==> src/rtl/cpu_ctrl_pkg.sv <==
// cpu_ctrl_pkg: shared encodings for the single-bus CPU control sequencer.
// Holds opcode values, the step/state encoding and bit positions inside the
// reg_sel, drive, load and mem strobe vectors.
package cpu_ctrl_pkg;

    // IR[31:27] opcode values
    localparam logic [4:0] OpLd   = 5'b00000;
    localparam logic [4:0] OpLdi  = 5'b00001;
    localparam logic [4:0] OpSt   = 5'b00010;
    localparam logic [4:0] OpAdd  = 5'b00011;
    localparam logic [4:0] OpSub  = 5'b00100;
    localparam logic [4:0] OpAnd  = 5'b00101;
    localparam logic [4:0] OpOr   = 5'b00110;
    localparam logic [4:0] OpAddi = 5'b01100;
    localparam logic [4:0] OpAndi = 5'b01101;
    localparam logic [4:0] OpOri  = 5'b01110;
    localparam logic [4:0] OpBr   = 5'b10010;
    localparam logic [4:0] OpJr   = 5'b10011;
    localparam logic [4:0] OpNop  = 5'b11010;
    localparam logic [4:0] OpHalt = 5'b11011;

    // State encoding doubles as the externally visible step number
    typedef enum logic [3:0] {
        StReset = 4'd0,
        StT0    = 4'd1,
        StT1    = 4'd2,
        StT2    = 4'd3,
        StT3    = 4'd4,
        StT4    = 4'd5,
        StT5    = 4'd6,
        StT6    = 4'd7,
        StT7    = 4'd8,
        StHalt  = 4'd15
    } state_e;

    // reg_sel = {Gra,Grb,Grc,Rin,Rout,BAout}
    localparam int unsigned RsGra   = 5;
    localparam int unsigned RsGrb   = 4;
    localparam int unsigned RsGrc   = 3;
    localparam int unsigned RsRin   = 2;
    localparam int unsigned RsRout  = 1;
    localparam int unsigned RsBaOut = 0;

    // drive = {PCout,Zlowout,MDRout,Cout}
    localparam int unsigned DrvPcOut   = 3;
    localparam int unsigned DrvZlowOut = 2;
    localparam int unsigned DrvMdrOut  = 1;
    localparam int unsigned DrvCOut    = 0;

    // load = {PCin,IRin,MARin,MDRin,Yin,Zin,CONin,IncPC}
    localparam int unsigned LdPcIn  = 7;
    localparam int unsigned LdIrIn  = 6;
    localparam int unsigned LdMarIn = 5;
    localparam int unsigned LdMdrIn = 4;
    localparam int unsigned LdYIn   = 3;
    localparam int unsigned LdZIn   = 2;
    localparam int unsigned LdConIn = 1;
    localparam int unsigned LdIncPc = 0;

    // mem = {Read,Write}
    localparam int unsigned MemRead  = 1;
    localparam int unsigned MemWrite = 0;

    typedef enum logic [3:0] {
        OcAluRr,
        OcAluImm,
        OcLdi,
        OcLd,
        OcSt,
        OcBr,
        OcJr,
        OcNop,
        OcHalt,
        OcIllegal
    } op_class_e;

    // Group opcodes by the execute sequence they follow
    function automatic op_class_e op_class(input logic [4:0] op);
        op_class_e oc;
        case (op)
            OpLd:                      oc = OcLd;
            OpLdi:                     oc = OcLdi;
            OpSt:                      oc = OcSt;
            OpAdd, OpSub, OpAnd, OpOr: oc = OcAluRr;
            OpAddi, OpAndi, OpOri:     oc = OcAluImm;
            OpBr:                      oc = OcBr;
            OpJr:                      oc = OcJr;
            OpNop:                     oc = OcNop;
            OpHalt:                    oc = OcHalt;
            default:                   oc = OcIllegal;
        endcase
        return oc;
    endfunction

    // Immediate forms reuse the register-register ALU operation
    function automatic logic [4:0] imm_alu_op(input logic [4:0] op);
        logic [4:0] res;
        case (op)
            OpAndi:  res = OpAnd;
            OpOri:   res = OpOr;
            default: res = OpAdd;
        endcase
        return res;
    endfunction

endpackage

==> src/rtl/ctrl_step_decoder.sv <==
// ctrl_step_decoder: purely combinational strobe decode for the control
// sequencer. Outputs depend on state and opcode; con_ff only gates the
// branch PCin in T6, and stall_i only suppresses PCin on repeated T1 cycles.
module ctrl_step_decoder
    import cpu_ctrl_pkg::*;
#(
    parameter logic [4:0] AluAdd = 5'b00011
) (
    input  state_e     state_i,
    input  logic [4:0] opcode_i,
    input  logic       con_ff_i,
    input  logic       stall_i,
    output logic [5:0] reg_sel_o,
    output logic [3:0] drive_o,
    output logic [7:0] load_o,
    output logic [1:0] mem_o,
    output logic [4:0] alu_op_o
);

    op_class_e oc;
    assign oc = op_class(opcode_i);

    // Decode strobes for the current step
    always_comb begin
        reg_sel_o = '0;
        drive_o   = '0;
        load_o    = '0;
        mem_o     = '0;
        alu_op_o  = '0;
        unique case (state_i)
            StT0: begin
                drive_o[DrvPcOut] = 1'b1;
                load_o[LdMarIn]   = 1'b1;
                load_o[LdIncPc]   = 1'b1;
                load_o[LdZIn]     = 1'b1;
                alu_op_o          = AluAdd;
            end
            StT1: begin
                drive_o[DrvZlowOut] = 1'b1;
                load_o[LdPcIn]      = ~stall_i;  // PC update only once per fetch
                load_o[LdMdrIn]     = 1'b1;
                mem_o[MemRead]      = 1'b1;
            end
            StT2: begin
                drive_o[DrvMdrOut] = 1'b1;
                load_o[LdIrIn]     = 1'b1;
            end
            StT3: begin
                case (oc)
                    OcAluRr, OcAluImm: begin
                        reg_sel_o[RsGrb]  = 1'b1;
                        reg_sel_o[RsRout] = 1'b1;
                        load_o[LdYIn]     = 1'b1;
                    end
                    OcLdi, OcLd, OcSt: begin
                        reg_sel_o[RsGrb]   = 1'b1;
                        reg_sel_o[RsBaOut] = 1'b1;
                        load_o[LdYIn]      = 1'b1;
                    end
                    OcBr: begin
                        reg_sel_o[RsGra]  = 1'b1;
                        reg_sel_o[RsRout] = 1'b1;
                        load_o[LdConIn]   = 1'b1;
                    end
                    OcJr: begin
                        reg_sel_o[RsGra]  = 1'b1;
                        reg_sel_o[RsRout] = 1'b1;
                        load_o[LdPcIn]    = 1'b1;
                    end
                    default: ;
                endcase
            end
            StT4: begin
                case (oc)
                    OcAluRr: begin
                        reg_sel_o[RsGrc]  = 1'b1;
                        reg_sel_o[RsRout] = 1'b1;
                        load_o[LdZIn]     = 1'b1;
                        alu_op_o          = opcode_i;
                    end
                    OcAluImm: begin
                        drive_o[DrvCOut] = 1'b1;
                        load_o[LdZIn]    = 1'b1;
                        alu_op_o         = imm_alu_op(opcode_i);
                    end
                    OcLdi, OcLd, OcSt: begin
                        drive_o[DrvCOut] = 1'b1;
                        load_o[LdZIn]    = 1'b1;
                        alu_op_o         = AluAdd;
                    end
                    OcBr: begin
                        drive_o[DrvPcOut] = 1'b1;
                        load_o[LdYIn]     = 1'b1;
                    end
                    default: ;
                endcase
            end
            StT5: begin
                case (oc)
                    OcAluRr, OcAluImm, OcLdi: begin
                        drive_o[DrvZlowOut] = 1'b1;
                        reg_sel_o[RsGra]    = 1'b1;
                        reg_sel_o[RsRin]    = 1'b1;
                    end
                    OcLd, OcSt: begin
                        drive_o[DrvZlowOut] = 1'b1;
                        load_o[LdMarIn]     = 1'b1;
                    end
                    OcBr: begin
                        drive_o[DrvCOut] = 1'b1;
                        load_o[LdZIn]    = 1'b1;
                        alu_op_o         = AluAdd;
                    end
                    default: ;
                endcase
            end
            StT6: begin
                case (oc)
                    OcLd: begin
                        mem_o[MemRead]  = 1'b1;
                        load_o[LdMdrIn] = 1'b1;
                    end
                    OcSt: begin
                        reg_sel_o[RsGra]  = 1'b1;
                        reg_sel_o[RsRout] = 1'b1;
                        load_o[LdMdrIn]   = 1'b1;
                    end
                    OcBr: begin
                        drive_o[DrvZlowOut] = 1'b1;
                        load_o[LdPcIn]      = con_ff_i;
                    end
                    default: ;
                endcase
            end
            StT7: begin
                case (oc)
                    OcLd: begin
                        drive_o[DrvMdrOut] = 1'b1;
                        reg_sel_o[RsGra]   = 1'b1;
                        reg_sel_o[RsRin]   = 1'b1;
                    end
                    OcSt: mem_o[MemWrite] = 1'b1;
                    default: ;
                endcase
            end
            default: ;  // RESET and HALT drive nothing
        endcase
    end

endmodule

==> src/rtl/control_sequencer.sv <==
// control_sequencer: Moore control unit for the single-bus CPU. Holds the
// step register, memory stall tracking and the sticky illegal-opcode flag;
// strobe decoding lives in ctrl_step_decoder.
// Build option: define CTRL_ILLEGAL_TRAP_EN to halt on an illegal opcode
// instead of treating it as nop.
module control_sequencer
    import cpu_ctrl_pkg::*;
#(
    parameter logic [4:0] ALU_ADD       = 5'b00011,
    parameter bit         HALT_ON_RESET = 1'b0
) (
    input  logic       clock,
    input  logic       reset,
    input  logic [4:0] opcode,
    input  logic       con_ff,
    input  logic       mem_done,
    output logic [5:0] reg_sel,
    output logic [3:0] drive,
    output logic [7:0] load,
    output logic [1:0] mem,
    output logic [4:0] alu_op,
    output logic [3:0] step,
    output logic       run,
    output logic       illegal
);

    state_e    state_q, state_d;
    logic      stall_q, stall_d;
    logic      illegal_q, illegal_d;
    op_class_e oc;

    assign oc = op_class(opcode);

    // Next-state sequencing, memory waits and illegal-opcode capture
    always_comb begin
        state_d   = state_q;
        stall_d   = 1'b0;
        illegal_d = illegal_q;
        unique case (state_q)
            StReset: state_d = HALT_ON_RESET ? StHalt : StT0;
            StT0:    state_d = StT1;
            StT1: begin
                if (mem_done) state_d = StT2;
                else          stall_d = 1'b1;
            end
            StT2:    state_d = StT3;
            StT3: begin
                case (oc)
                    OcHalt:       state_d = StHalt;
                    OcJr, OcNop:  state_d = StT0;
                    OcIllegal: begin
                        illegal_d = 1'b1;
`ifdef CTRL_ILLEGAL_TRAP_EN
                        state_d   = StHalt;
`else
                        state_d   = StT0;
`endif
                    end
                    default:      state_d = StT4;
                endcase
            end
            StT4:    state_d = StT5;
            StT5: begin
                case (oc)
                    OcLd, OcSt, OcBr: state_d = StT6;
                    default:          state_d = StT0;
                endcase
            end
            StT6: begin
                case (oc)
                    OcLd:    if (mem_done) state_d = StT7;
                    OcSt:    state_d = StT7;
                    default: state_d = StT0;
                endcase
            end
            StT7: begin
                if (oc != OcSt || mem_done) state_d = StT0;
            end
            StHalt:  state_d = StHalt;
            default: state_d = StReset;
        endcase
    end

    // State register; reset aborts any wait and clears the sticky flag
    always_ff @(posedge clock or posedge reset) begin
        if (reset) begin
            state_q   <= StReset;
            stall_q   <= 1'b0;
            illegal_q <= 1'b0;
        end else begin
            state_q   <= state_d;
            stall_q   <= stall_d;
            illegal_q <= illegal_d;
        end
    end

    ctrl_step_decoder #(
        .AluAdd (ALU_ADD)
    ) u_decoder (
        .state_i   (state_q),
        .opcode_i  (opcode),
        .con_ff_i  (con_ff),
        .stall_i   (stall_q),
        .reg_sel_o (reg_sel),
        .drive_o   (drive),
        .load_o    (load),
        .mem_o     (mem),
        .alu_op_o  (alu_op)
    );

    assign step    = state_q;
    assign run     = (state_q != StReset) && (state_q != StHalt);
    assign illegal = illegal_q;

endmodule

==> config.mk <==
export PLATFORM = sky130hd
export DESIGN_NAME = control_sequencer
export DESIGN_NICKNAME = d
export VERILOG_FILES = /design/src/rtl/cpu_ctrl_pkg.sv /design/src/rtl/ctrl_step_decoder.sv /design/src/rtl/control_sequencer.sv
export SDC_FILE = /design/constraint.sdc
export NUM_CORES = 1
export LEC_CHECK = 0
export CAP_MARGIN = 20
export CORE_MARGIN = 5
export CORE_UTILIZATION = 50
export CTS_CLUSTER_DIAMETER = 50
export DETAILED_ROUTE_END_ITERATION = 6
export DONT_BUFFER_PORTS = 1
export PLACE_DENSITY = 0.71
export REMOVE_ABC_BUFFERS = 1
export SKIP_CTS_REPAIR_TIMING = 1
export SYNTH_ARGS = -nofsm -noshare
export SYNTH_HDL_FRONTEND = slang
export SYNTH_HIERARCHICAL = 1
export SYNTH_SLANG_ARGS = --single-unit
==> constraint.sdc <==
create_clock -name clock -period 1.7 [get_ports clock]
set_input_delay 0.17 -clock clock [delete_from_list [all_inputs] [get_ports clock]]
set_output_delay 0.17 -clock clock [all_outputs]
set_load 0.02 [all_outputs]
==> load_flow_metrics.sql, run 1 <==
INSERT INTO impl_metrics (metric_group, metric, value, unit) VALUES
('clock_network', 'cts_root_buf', 'clkbuf_4', ''),
('yosys', 'post-synth-top-area-fraction', '0.142', ''),
('global_routing', 'largest_net_degree_at_the_start_of_global_routing', '25', ''),
('detailed_routing', 'ant_nets', '0', ''),
('power', 'total_leakage_power', '0.000601', 'uW'),
('layout', 'stdcell_area', '1410', 'sq um'),
('yosys', 'postSynthRegisterBits', '6', ''),
('setup_path', 'worst_path_max_delay_cell', 'dfrtp_2', ''),
('sta', 'fin_crit_sh', '1.11', ''),
('die', 'io-pin-count', '40', ''),
('yosys', 'distinct_cells_synth', '52', ''),
('layout', 'num_antenna_cells', '0', ''),
('yosys', 'synth_most_common_cell', 'nor2_1', ''),
('yosys', 'synth.largest_area_cell', 'dfrtp_1', ''),
('detailed_routing', 'violation_count_after_the_first_detailed_route_iteration', '87', ''),
('yosys', 'netlist_top_cells_area', 'dfrtp_1, nor2_1, nand3_1', ''),
('yosys', 'postSynthAreaPerCell', '7.05', 'sq um'),
('detailed_routing', 'post-route-drc-count', '0', ''),
('sta', 'holdWs', '0.0821', 'ns'),
('setup_path', 'critical_path_peak_fanout', '6', ''),
('detailed_routing', 'totalWireLength', '3860', 'um'),
('global_routing', 'total_congestion_overflow', '0', ''),
('setup_path', 'worstPathArrival', '1.71', 'ns'),
('sta', 'final-hold-violation-count', '0', ''),
('place', 'routability_congestion_estimate', '0.925', ''),
('yosys', 'number_of_instances_in_the_synthesized_netlist', '150', ''),
('layout', 'drive_above_1_share', '0.392', ''),
('sta', 'fin_skew', '0.00941', 'ns'),
('setup_path', 'timing.critical_path.required', '1.53', 'ns'),
('layout', 'finalNonFillerCells', '203', ''),
('clock_network', 'clk-insertion-delay-late', '0.27', 'ns'),
('place', 'place_ws', '0.0465', 'ns'),
('setup_path', 'slowest_delay', '0.46', 'ns'),
('sta', 'setup_violations', '20', ''),
('global_routing', 'number_of_global_route_vias_before_repair', '1098', ''),
('power', 'power_total', '2000', 'uW'),
('setup_path', 'timing.critical_path.buf_inv', '2', ''),
('sta', 'rsz0062_at_grt', 'yes', ''),
('die', 'row_count', '16', ''),
('setup_path', 'path_cells', 'clkbuf_2 -> nand2_1 -> nor2_2 -> a22oi_1 -> o21ai_0 -> buf_4', ''),
('outcome', 'failing_checks', 'negative setup slack', ''),
('sta', 'slew_violations', '0', ''),
('hold_path', 'min-delay-path-class', 'primary input to flip-flop', ''),
('sta', 'least_setup_slack_across_all_paths_after_layout', '-0.182', 'ns'),
('run', 'max_cap_viol_count', '0', ''),
('clock_network', 'cts_tree', 'yes', ''),
('layout', 'finalNetCount', '187', ''),
('die', 'die_area', '3130', 'sq um'),
('sta', 'period_needed', '1.88', 'ns'),
('clock_network', 'maximum_number_of_buffers_from_clock_root_to_sink', '2', ''),
('sta', 'maxClockFrequency', '531', 'MHz'),
('place', 'hpwl', '2310', 'um'),
('die', 'die-width', '56.0', 'um'),
('clock_network', 'cts_max_level', '1', ''),
('layout', 'synthToLayoutAreaGrowth', '32.9', '%'),
('clock_network', 'cts_sinks', '6', ''),
('die', 'die_height', '56.0', 'um'),
('place', 'place.port_buffers', '0', ''),
('global_routing', 'antenna_violations_before_repair', '0', ''),
('yosys', 'postSynth.topFlopCell', 'dfrtp_1', ''),
('die', 'initial_cell_density_of_the_core', '0.533', ''),
('outcome', 'status', 'complete, but fails checks', ''),
('yosys', 'seq_total_area_yosys', '0.142', ''),
('place', 'post-place-cells', '189', ''),
('power', 'power.density_cell_area', '1430', 'nW/um^2'),
('yosys', 'synth_async_sr_flop_share', '1.00', ''),
('setup_path', 'critical_path_class', 'flip-flop to primary output', ''),
('clock_network', 'cts_made_buffers', '3', ''),
('clock_network', 'clk_slew_on_worst_s_h_paths', '0.05', 'ns'),
('detailed_routing', 'detail_route.first_pass.iterations', '5', ''),
('yosys', 'synth_enable_flop_cells', '0', '');
-- per-stage QoR --
stage / util / TNS [ns]
final: 0.709 / -1.38
after global routing: 0.709 / -2.82
after CTS: 0.612 / -1.50
after detailed placement: 0.601 / 0
after global placement: 0.601 / 0
after floorplan: - / -1.67
-- placed cells by master, fill, tap and decap left out, types with 3 or more instances in the layout --
master    synthesis  routed
nor2_2            2       3
o211ai_1          5       5
buf_4             4      31
o31ai_1           5       5
o21ai_1           3       3
inv_1             8       8
nor2_1           15      14
a21oi_1           5       5
o21ai_0           3       3
nand2_2           1       3
nand3_1           9       8
dfrtp_2           0       4
o22ai_1           3       3
clkbuf_4          0       3
nand3b_1          3       3
nand2b_1          7       6
a31oi_1           3       3
nand2_1          12      10
-- registers in the layout, summed over array words and instances, names as in the netlist --
| name | flops |
|---|---|
| step | 4 |
| illegal | 1 |
| stall_q | 1 |
-- where the power goes --
| part | switching (uW) | leakage (uW) | internal (uW) | total, uW |
|---|---|---|---|---|
| clock | 65.8 | 0.0000138 | 80.8 | 147 |
| sequential | 118 | 0.0000684 | 204 | 322 |
| combinational | 914 | 0.000519 | 620 | 1530 |
| total | 1100 | 0.000601 | 905 | 2000 |
-- routing by layer --
| metal | wire, um | track usage |
|---|---|---|
| met1 | 1390 | 0.249 |
| met2 | 1890 | 0.314 |
| met3 | 384 | 0.0534 |
| met4 | 195 | 0.0915 |
| met5 | 0 | 0 |
-- worst paths after layout --
kind                                from         end  slack [ns]  cells after the start
worst min-delay path            mem_done     stall_q        0.08                      2
min in group asynchronous          reset     stall_q        0.28                      2
worst min register to register   illegal     illegal        0.62                      1
worst max register to register   step[1]     step[2]       -0.09                      6
worst max-delay path             step[1]  reg_sel[1]       -0.18                      6
max in group asynchronous          reset     step[1]        1.19                      2
-- final cells by class --
type                       count  area [sq um]
multi-input combinational    124           900
fill                         149           577
timing repair buffer          35           264
sequential                     6           155
tap                           27          33.8
inverter                       8          30.0
clock buffer                   3          22.5
-- cell families (layout without fill, tap and decap cells) --
| group | after synthesis | in the layout | synth area share |
|---|---|---|---|
| other | 1 | 2 | 0.00355 |
| buffers and inverters | 21 | 46 | 0.108 |
| AND/OR/NAND/NOR | 75 | 75 | 0.413 |
| XOR/XNOR | 2 | 2 | 0.0166 |
| flip-flops | 6 | 6 | 0.142 |
| AO/OA/AOI/OAI | 44 | 44 | 0.308 |
| multiplexers | 1 | 1 | 0.00947 |
-- worst reg2reg max path, delay by kind of cell, from the launching register on --
family                 cells  cell delay [ns]
buffers and inverters      1             0.19
and+or+nand+nor            2             0.64
DFF                        1             0.47
muxes                      1             0.15
AOI/OAI and AO/OA          2             0.26
(Power assumes the default switching activity.)
==> run 2, diff against run 1 <==
--- a/config.mk
+++ b/config.mk
@@ -5,6 +5,7 @@
 export SDC_FILE = /design/constraint.sdc
 export NUM_CORES = 1
 export LEC_CHECK = 0
+export ABC_AREA = 1
 export CAP_MARGIN = 20
 export CORE_MARGIN = 5
 export CORE_UTILIZATION = 50
==> run 2 against run 1 <==
- the run still ends with negative setup slack left
- wire length fell by 11%
- final cell count rose by 39%
- largest power group unchanged
- largest cell class unchanged
- flip-flop and latch count did not move
- maximum frequency rose by 9.5%
- worst hold slack improved by 0.074 ns
- clock skew fell by 0.0071 ns
- final area rose by 11%
- count of clock-buffer cells in the layout did not move
- area after synthesis rose by 16%
- synthesized cell count rose by 49%
==> load_flow_metrics.sql, run 2 <==
INSERT INTO impl_metrics (metric_group, metric, value, unit) VALUES
('outcome', 'status', 'complete, but fails checks', ''),
('outcome', 'failing_checks', 'negative setup slack', ''),
('place', 'post-place-cells', '275', ''),
('yosys', 'number_of_instances_in_the_synthesized_netlist', '224', ''),
('setup_path', 'timing.critical_path.buf_inv', '2', ''),
('place', 'detailed_place.area', '1430', 'sq um'),
('setup_path', 'critical_path_peak_fanout', '5', ''),
('yosys', 'seq_total_area_yosys', '0.122', ''),
('layout', 'mostFrequentLayoutCell', 'nand2_1', ''),
('yosys', 'postSynthRegisterBits', '6', ''),
('yosys', 'post-synth-top-area-fraction', '0.186', ''),
('layout', 'finalNetCount', '263', ''),
('power', 'power.density_cell_area', '1220', 'nW/um^2'),
('global_routing', 'grt.total_usage', '0.186', ''),
('sta', 'maxClockFrequency', '582', 'MHz'),
('yosys', 'synthesis.area', '1230', 'sq um'),
('sta', 'period_needed', '1.72', 'ns'),
('setup_path', 'worst_path_max_delay_cell', 'dfrtp_2', ''),
('hold_path', 'min-delay-path-class', 'primary input to flip-flop', ''),
('sta', 'slew_violations', '0', ''),
('detailed_routing', 'post-route-drc-count', '0', ''),
('place', 'place.port_buffers', '0', ''),
('yosys', 'synth_most_common_cell', 'nand2_1', ''),
('clock_network', 'cts_tree', 'yes', ''),
('clock_network', 'cts_max_level', '1', ''),
('sta', 'least_setup_slack_across_all_paths_after_layout', '-0.0192', 'ns'),
('sta', 'final-hold-violation-count', '0', ''),
('setup_path', 'worstSetupStartpointType', 'flip-flop', ''),
('yosys', 'synth.largest_area_cell', 'nand2_1', ''),
('place', 'routability_congestion_estimate', '0.873', ''),
('yosys', 'distinct_cells_synth', '33', ''),
('detailed_routing', 'violation_count_after_the_first_detailed_route_iteration', '82', ''),
('global_routing', 'grt_pass1_wl', '5290', 'um'),
('clock_network', 'clk-insertion-delay-late', '0.24', 'ns'),
('setup_path', 'timing.critical_path.required', '1.53', 'ns'),
('layout', 'num_antenna_cells', '0', ''),
('global_routing', 'largest_net_degree_at_the_start_of_global_routing', '14', ''),
('run', 'max_cap_viol_count', '0', ''),
('detailed_routing', 'ant_nets', '0', ''),
('yosys', 'postSynthAreaPerCell', '5.50', 'sq um'),
('layout', 'largest_register_ffs', '4', ''),
('clock_network', 'cts_sinks', '6', ''),
('power', 'power_total', '1900', 'uW'),
('layout', 'synthToLayoutAreaGrowth', '26.5', '%'),
('detailed_routing', 'totalWireLength', '3420', 'um'),
('layout', 'finalNonFillerCells', '282', ''),
('setup_path', 'path_common_cell', 'inv_1', ''),
('place', 'hpwl', '2630', 'um'),
('power', 'total_leakage_power', '0.000820', 'uW'),
('detailed_routing', 'detail_route.wl_per_cell', '12.1', 'um'),
('detailed_routing', 'detail_route.first_pass.iterations', '5', ''),
('clock_network', 'maximum_number_of_buffers_from_clock_root_to_sink', '2', ''),
('setup_path', 'critical_path_class', 'flip-flop to primary output', ''),
('die', 'die_area', '3550', 'sq um'),
('setup_path', 'kind_of_cell_adding_the_most_delay_to_the_critical_path', 'simple AND/OR/NAND/NOR gates', ''),
('yosys', 'synth_async_sr_flop_share', '1.00', ''),
('layout', 'postLayoutCoreUtil', '0.646', ''),
('power', 'ir_worst_vdd', '1.31', 'mV'),
('yosys', 'synth_warnings', '6', ''),
('detailed_routing', 'viasPerCell', '5.29', ''),
('global_routing', 'total_congestion_overflow', '0', ''),
('yosys', 'synth_enable_flop_cells', '0', ''),
('die', 'initial_cell_density_of_the_core', '0.511', ''),
('yosys', 'synth_top_cells_by_count', 'nand2_1, inv_1, nor2_1', ''),
('sta', 'setup_violations', '1', ''),
('layout', 'stdcell_area', '1560', 'sq um'),
('setup_path', 'r2r_slack', '0.10', 'ns'),
('layout', 'most-common-layout-cells', 'nand2_1, inv_1, nor2_1, buf_4, nand3_1', ''),
('clock_network', 'cts_made_buffers', '3', ''),
('clock_network', 'cts_root_buf', 'clkbuf_4', ''),
('yosys', 'postSynth.topFlopCell', 'dfrtp_1', ''),
('setup_path', 'path_cells', 'nor2_1 -> inv_1 -> nor3_2 -> inv_1 -> or2_2 -> nand3_2', ''),
('sta', 'fin_skew', '0.00230', 'ns'),
('die', 'io-pin-count', '40', ''),
('setup_path', 'slowest_delay', '0.44', 'ns'),
('die', 'row_count', '18', ''),
('global_routing', 'number_of_global_route_vias_before_repair', '1274', ''),
('sta', 'rsz0062_at_grt', 'yes', ''),
('yosys', 'netlist_top_cells_area', 'nand2_1, dfrtp_1, inv_1', ''),
('setup_path', 'worstPathArrival', '1.55', 'ns'),
('setup_path', 'timing.critical_path.to_type', 'primary output', ''),
('die', 'die-width', '59.6', 'um'),
('die', 'core_area', '2410', 'sq um'),
('layout', 'drive_above_1_share', '0.333', ''),
('global_routing', 'antenna_violations_before_repair', '0', ''),
('detailed_routing', 'num_vias', '1491', ''),
('clock_network', 'clk_slew_on_worst_s_h_paths', '0.04', 'ns'),
('sta', 'fin_crit_sh', '1.01', ''),
('die', 'die_height', '59.6', 'um');
-- run 2: cell count changes in the layout (fill, tap and decap cells not counted), moves of 10 or more --
cell / delta
nand2_1: +44
inv_1: +22
nand3_1: +12
inv_2: +12
nor2_1: +10
nand2_2: +10
-- run 2: metal layers --
metal  vias up  part of all wire  GRT usage  wire length, um
li1        783                 -          -                -
met3         4             0.063     0.0305              217
met2        45              0.51      0.310             1740
met4         0            0.0091     0.0411               31
met5         -                 0          0                0
met1       659              0.42      0.250             1440
-- run 2: tightest hold or removal path, cell delays in order --
cell and delay, ns:
inv_1 0.06, nand3_1 0.08, nand2_1 0.05
-- run 2: logic make-up (layout without fill, tap and decap cells) --
group                  count (synthesis)  after routing  share of synthesized area
AO/OA/AOI/OAI                         23             23                      0.139
buffers and inverters                 45             72                      0.144
flip-flops                             6              6                      0.122
other                                  1              2                    0.00305
AND/OR/NAND/NOR                      149            149                      0.591
-- run 2: area by class of cell --
| type | instances | area (sq um) |
|---|---|---|
| Multi-Input combinational cell | 174 | 975 |
| Fill cell | 245 | 852 |
| Timing Repair Buffer | 27 | 211 |
| Inverter | 42 | 158 |
| Sequential cell | 6 | 154 |
| Tap cell | 30 | 37.5 |
| Clock buffer | 3 | 22.5 |
-- run 2: path summary, 6_finish.rpt --
| kind | start | endpoint | depth (start not counted) |
|---|---|---|---|
| max in group asynchronous | reset | step[1] | 2 |
| hold / removal | mem_done | step[3] | 3 |
| min in group asynchronous | reset | step[3] | 2 |
| setup reg to reg | step[1] | step[1] | 10 |
| setup / recovery | step[2] | load[7] | 6 |
| hold reg to reg | illegal | illegal | 1 |
-- run 2: power breakdown --
| group | internal, uW | leakage [uW] | switching [uW] |
|---|---|---|---|
| sequential | 206 | 0.0000711 | 114 |
| clock | 79.7 | 0.0000138 | 48.5 |
| combinational | 519 | 0.000735 | 936 |
| total | 804 | 0.000820 | 1100 |
-- run 2: metrics by stage --
stage	hold WS [ns]	worst slack, ns	setup TNS [ns]
4_1_cts	-0.272	-0.0792	-0.470
2_1_floorplan	-0.0390	-0.309	-1.42
5_1_grt	0.164	-0.105	-0.411
6_report	0.156	-0.0192	-0.0192
3_5_place_dp	-0.0132	0.144	0
3_3_place_gp	-0.0144	0.149	0
==> run 3, diff against run 2 <==
--- a/config.mk
+++ b/config.mk
@@ -12,9 +12,11 @@
 export CTS_CLUSTER_DIAMETER = 50
 export DETAILED_ROUTE_END_ITERATION = 6
 export DONT_BUFFER_PORTS = 1
+export GPL_ROUTABILITY_DRIVEN = 0
 export PLACE_DENSITY = 0.71
 export REMOVE_ABC_BUFFERS = 1
 export SKIP_CTS_REPAIR_TIMING = 1
+export SKIP_LAST_GASP = 1
 export SYNTH_ARGS = -nofsm -noshare
 export SYNTH_HDL_FRONTEND = slang
 export SYNTH_HIERARCHICAL = 1
==> run 3 against run 2 <==
- the flow still finishes with violations (negative setup slack)
- non-clock buffer count unchanged
- maximum frequency about the same
- worst setup slack about the same
- die area unchanged
- first-iteration DRC count decreased by 9.8%
- sequential share of layout area about the same
- worst hold slack about the same
- clock skew about the same
- clock power about the same
- critical path type unchanged
- largest power group unchanged
- highest routed layer unchanged
==> load_flow_metrics.sql, run 3 (same netlist as run 2, synthesis figures left out) <==
INSERT INTO impl_metrics (metric_group, metric, value, unit) VALUES
('outcome', 'failing_checks', 'negative setup slack', ''),
('layout', 'seq_area', '154', 'sq um'),
('die', 'die_height', '59.6', 'um'),
('die', 'die-width', '59.6', 'um'),
('global_routing', 'grt_pass1_wl', '5290', 'um'),
('layout', 'stdcell_area', '1550', 'sq um'),
('hold_path', 'min-delay-path-class', 'primary input to flip-flop', ''),
('setup_path', 'critical_path_class', 'flip-flop to primary output', ''),
('sta', 'rsz0062_at_grt', 'yes', ''),
('setup_path', 'critical_path_peak_fanout', '5', ''),
('sta', 'fin_crit_sh', '1.01', ''),
('sta', 'fin_skew', '0.00227', 'ns'),
('setup_path', 'worstPathArrival', '1.55', 'ns'),
('layout', 'largest_register_ffs', '4', ''),
('detailed_routing', 'detail_route.wl_per_cell', '12.1', 'um'),
('setup_path', 'slowest_delay', '0.44', 'ns'),
('clock_network', 'cts_max_level', '1', ''),
('layout', 'finalNetCount', '263', ''),
('setup_path', 'timing.critical_path.required', '1.53', 'ns'),
('layout', 'mostFrequentLayoutCell', 'nand2_1', ''),
('global_routing', 'antenna_violations_before_repair', '0', ''),
('sta', 'maxClockFrequency', '582', 'MHz'),
('clock_network', 'clk-insertion-delay-late', '0.24', 'ns'),
('layout', 'synthToLayoutAreaGrowth', '26.0', '%'),
('sta', 'setup_violations', '1', ''),
('die', 'core_area', '2410', 'sq um'),
('power', 'ir_worst_vdd', '1.30', 'mV'),
('power', 'power.density_cell_area', '1220', 'nW/um^2'),
('layout', 'most-common-layout-cells', 'nand2_1, inv_1, nor2_1, buf_4, nand3_1', ''),
('setup_path', 'worst_path_max_delay_cell', 'dfrtp_2', ''),
('layout', 'area_used_by_multi_input_combinational_logic', '968', 'sq um'),
('die', 'row_count', '18', ''),
('sta', 'final-hold-violation-count', '0', ''),
('setup_path', 'reg2reg_from', 'step[1]', ''),
('die', 'io-pin-count', '40', ''),
('setup_path', 'timing.rr.end', 'step[1]', ''),
('global_routing', 'number_of_global_route_vias_before_repair', '1274', ''),
('detailed_routing', 'totalWireLength', '3400', 'um'),
('place', 'hpwl', '2630', 'um'),
('clock_network', 'cts_tree', 'yes', ''),
('detailed_routing', 'violation_count_after_the_first_detailed_route_iteration', '74', ''),
('sta', 'period_needed', '1.72', 'ns'),
('global_routing', 'grt.total_usage', '0.186', ''),
('setup_path', 'timing.critical_path.to_type', 'primary output', ''),
('sta', 'slew_violations', '0', ''),
('power', 'power_total', '1900', 'uW'),
('die', 'initial_cell_density_of_the_core', '0.511', ''),
('detailed_routing', 'ant_nets', '0', ''),
('setup_path', 'r2r_slack', '0.10', 'ns'),
('place', 'detailed_place.area', '1430', 'sq um'),
('clock_network', 'maximum_number_of_buffers_from_clock_root_to_sink', '2', ''),
('run', 'max_cap_viol_count', '0', ''),
('setup_path', 'crit_path_start', 'step[2]', ''),
('layout', 'num_antenna_cells', '0', ''),
('detailed_routing', 'detail_route.first_pass.iterations', '5', ''),
('layout', 'nFillCells', '243', ''),
('clock_network', 'clk_slew_on_worst_s_h_paths', '0.04', 'ns'),
('global_routing', 'largest_net_degree_at_the_start_of_global_routing', '14', ''),
('setup_path', 'critPathCapture', 'load[7]', ''),
('setup_path', 'timing.reg2reg.worst_path_depth', '10', ''),
('layout', 'drive_above_1_share', '0.321', ''),
('detailed_routing', 'post-route-drc-count', '0', ''),
('global_routing', 'total_congestion_overflow', '0', ''),
('clock_network', 'cts_root_buf', 'clkbuf_4', ''),
('hold_path', 'worstHoldStart', 'mem_done', ''),
('place', 'place.port_buffers', '0', ''),
('sta', 'least_setup_slack_across_all_paths_after_layout', '-0.0192', 'ns'),
('setup_path', 'path_common_cell', 'inv_1', ''),
('outcome', 'status', 'complete, but fails checks', ''),
('power', 'total_leakage_power', '0.000818', 'uW'),
('setup_path', 'path_cells', 'nor2_1 -> inv_1 -> nor3_2 -> inv_1 -> or2_2 -> nand3_2', ''),
('setup_path', 'worstSetupStartpointType', 'flip-flop', ''),
('detailed_routing', 'num_vias', '1486', ''),
('hold_path', 'min_path_cells', '3', ''),
('clock_network', 'cts_made_buffers', '3', ''),
('clock_network', 'cts_sinks', '6', ''),
('detailed_routing', 'viasPerCell', '5.27', ''),
('die', 'die_area', '3550', 'sq um');
[run 3: cell counts in the layout (fill, tap and decap cells not counted)]
No cell type changed its count.
[run 3: worst min path at each step]
stage,to,slack (ns)
global placement,illegal,-0.01
CTS,illegal,-0.27
detailed placement,illegal,-0.01
floorplan,illegal,-0.04
finish,step[3],0.16
global route,step[1],0.16
[run 3: power by group]
group	switching (uW)	leakage, uW	internal (uW)	total (uW)
registers	114	0.0000711	206	320
logic	930	0.000733	517	1450
clock network	48.4	0.0000138	79.7	128
total	1090	0.000818	803	1900
[run 3: metal layers]
layer  track usage  share of wire  vias up
met3        0.0305          0.065        4
li1              -              -      782
met5             0              0        -
met4        0.0411         0.0091        0
met1         0.250           0.42      655
met2         0.310           0.50       45
[run 3: layout make-up]
type                    count  area share
clock buffers               3      0.0145
inverters                  42       0.102
multi-input cells         174       0.624
repair buffers             27       0.136
well taps                  30      0.0242
flip-flops and latches      6      0.0992
[run 3: critical path, delay by kind of cell, from the launching register on]
| family | cells | cell delay [ns] |
|---|---|---|
| simple gates | 4 | 0.68 |
| buf+inv | 2 | 0.19 |
| flops | 1 | 0.44 |
[run 3: stage by stage]
stage / cells / utilization / hold slack (ns) / setup slack, ns / setup TNS, ns
final: 282 / 0.644 / 0.156 / -0.0192 / -0.0192
after global routing: 282 / 0.644 / 0.164 / -0.105 / -0.538
after CTS: 278 / 0.601 / -0.272 / -0.0792 / -0.470
after detailed placement: 275 / 0.591 / -0.0132 / 0.144 / 0
after global placement: 275 / 0.591 / -0.0144 / 0.149 / 0
after floorplan: 222 / - / -0.0390 / -0.309 / -1.42
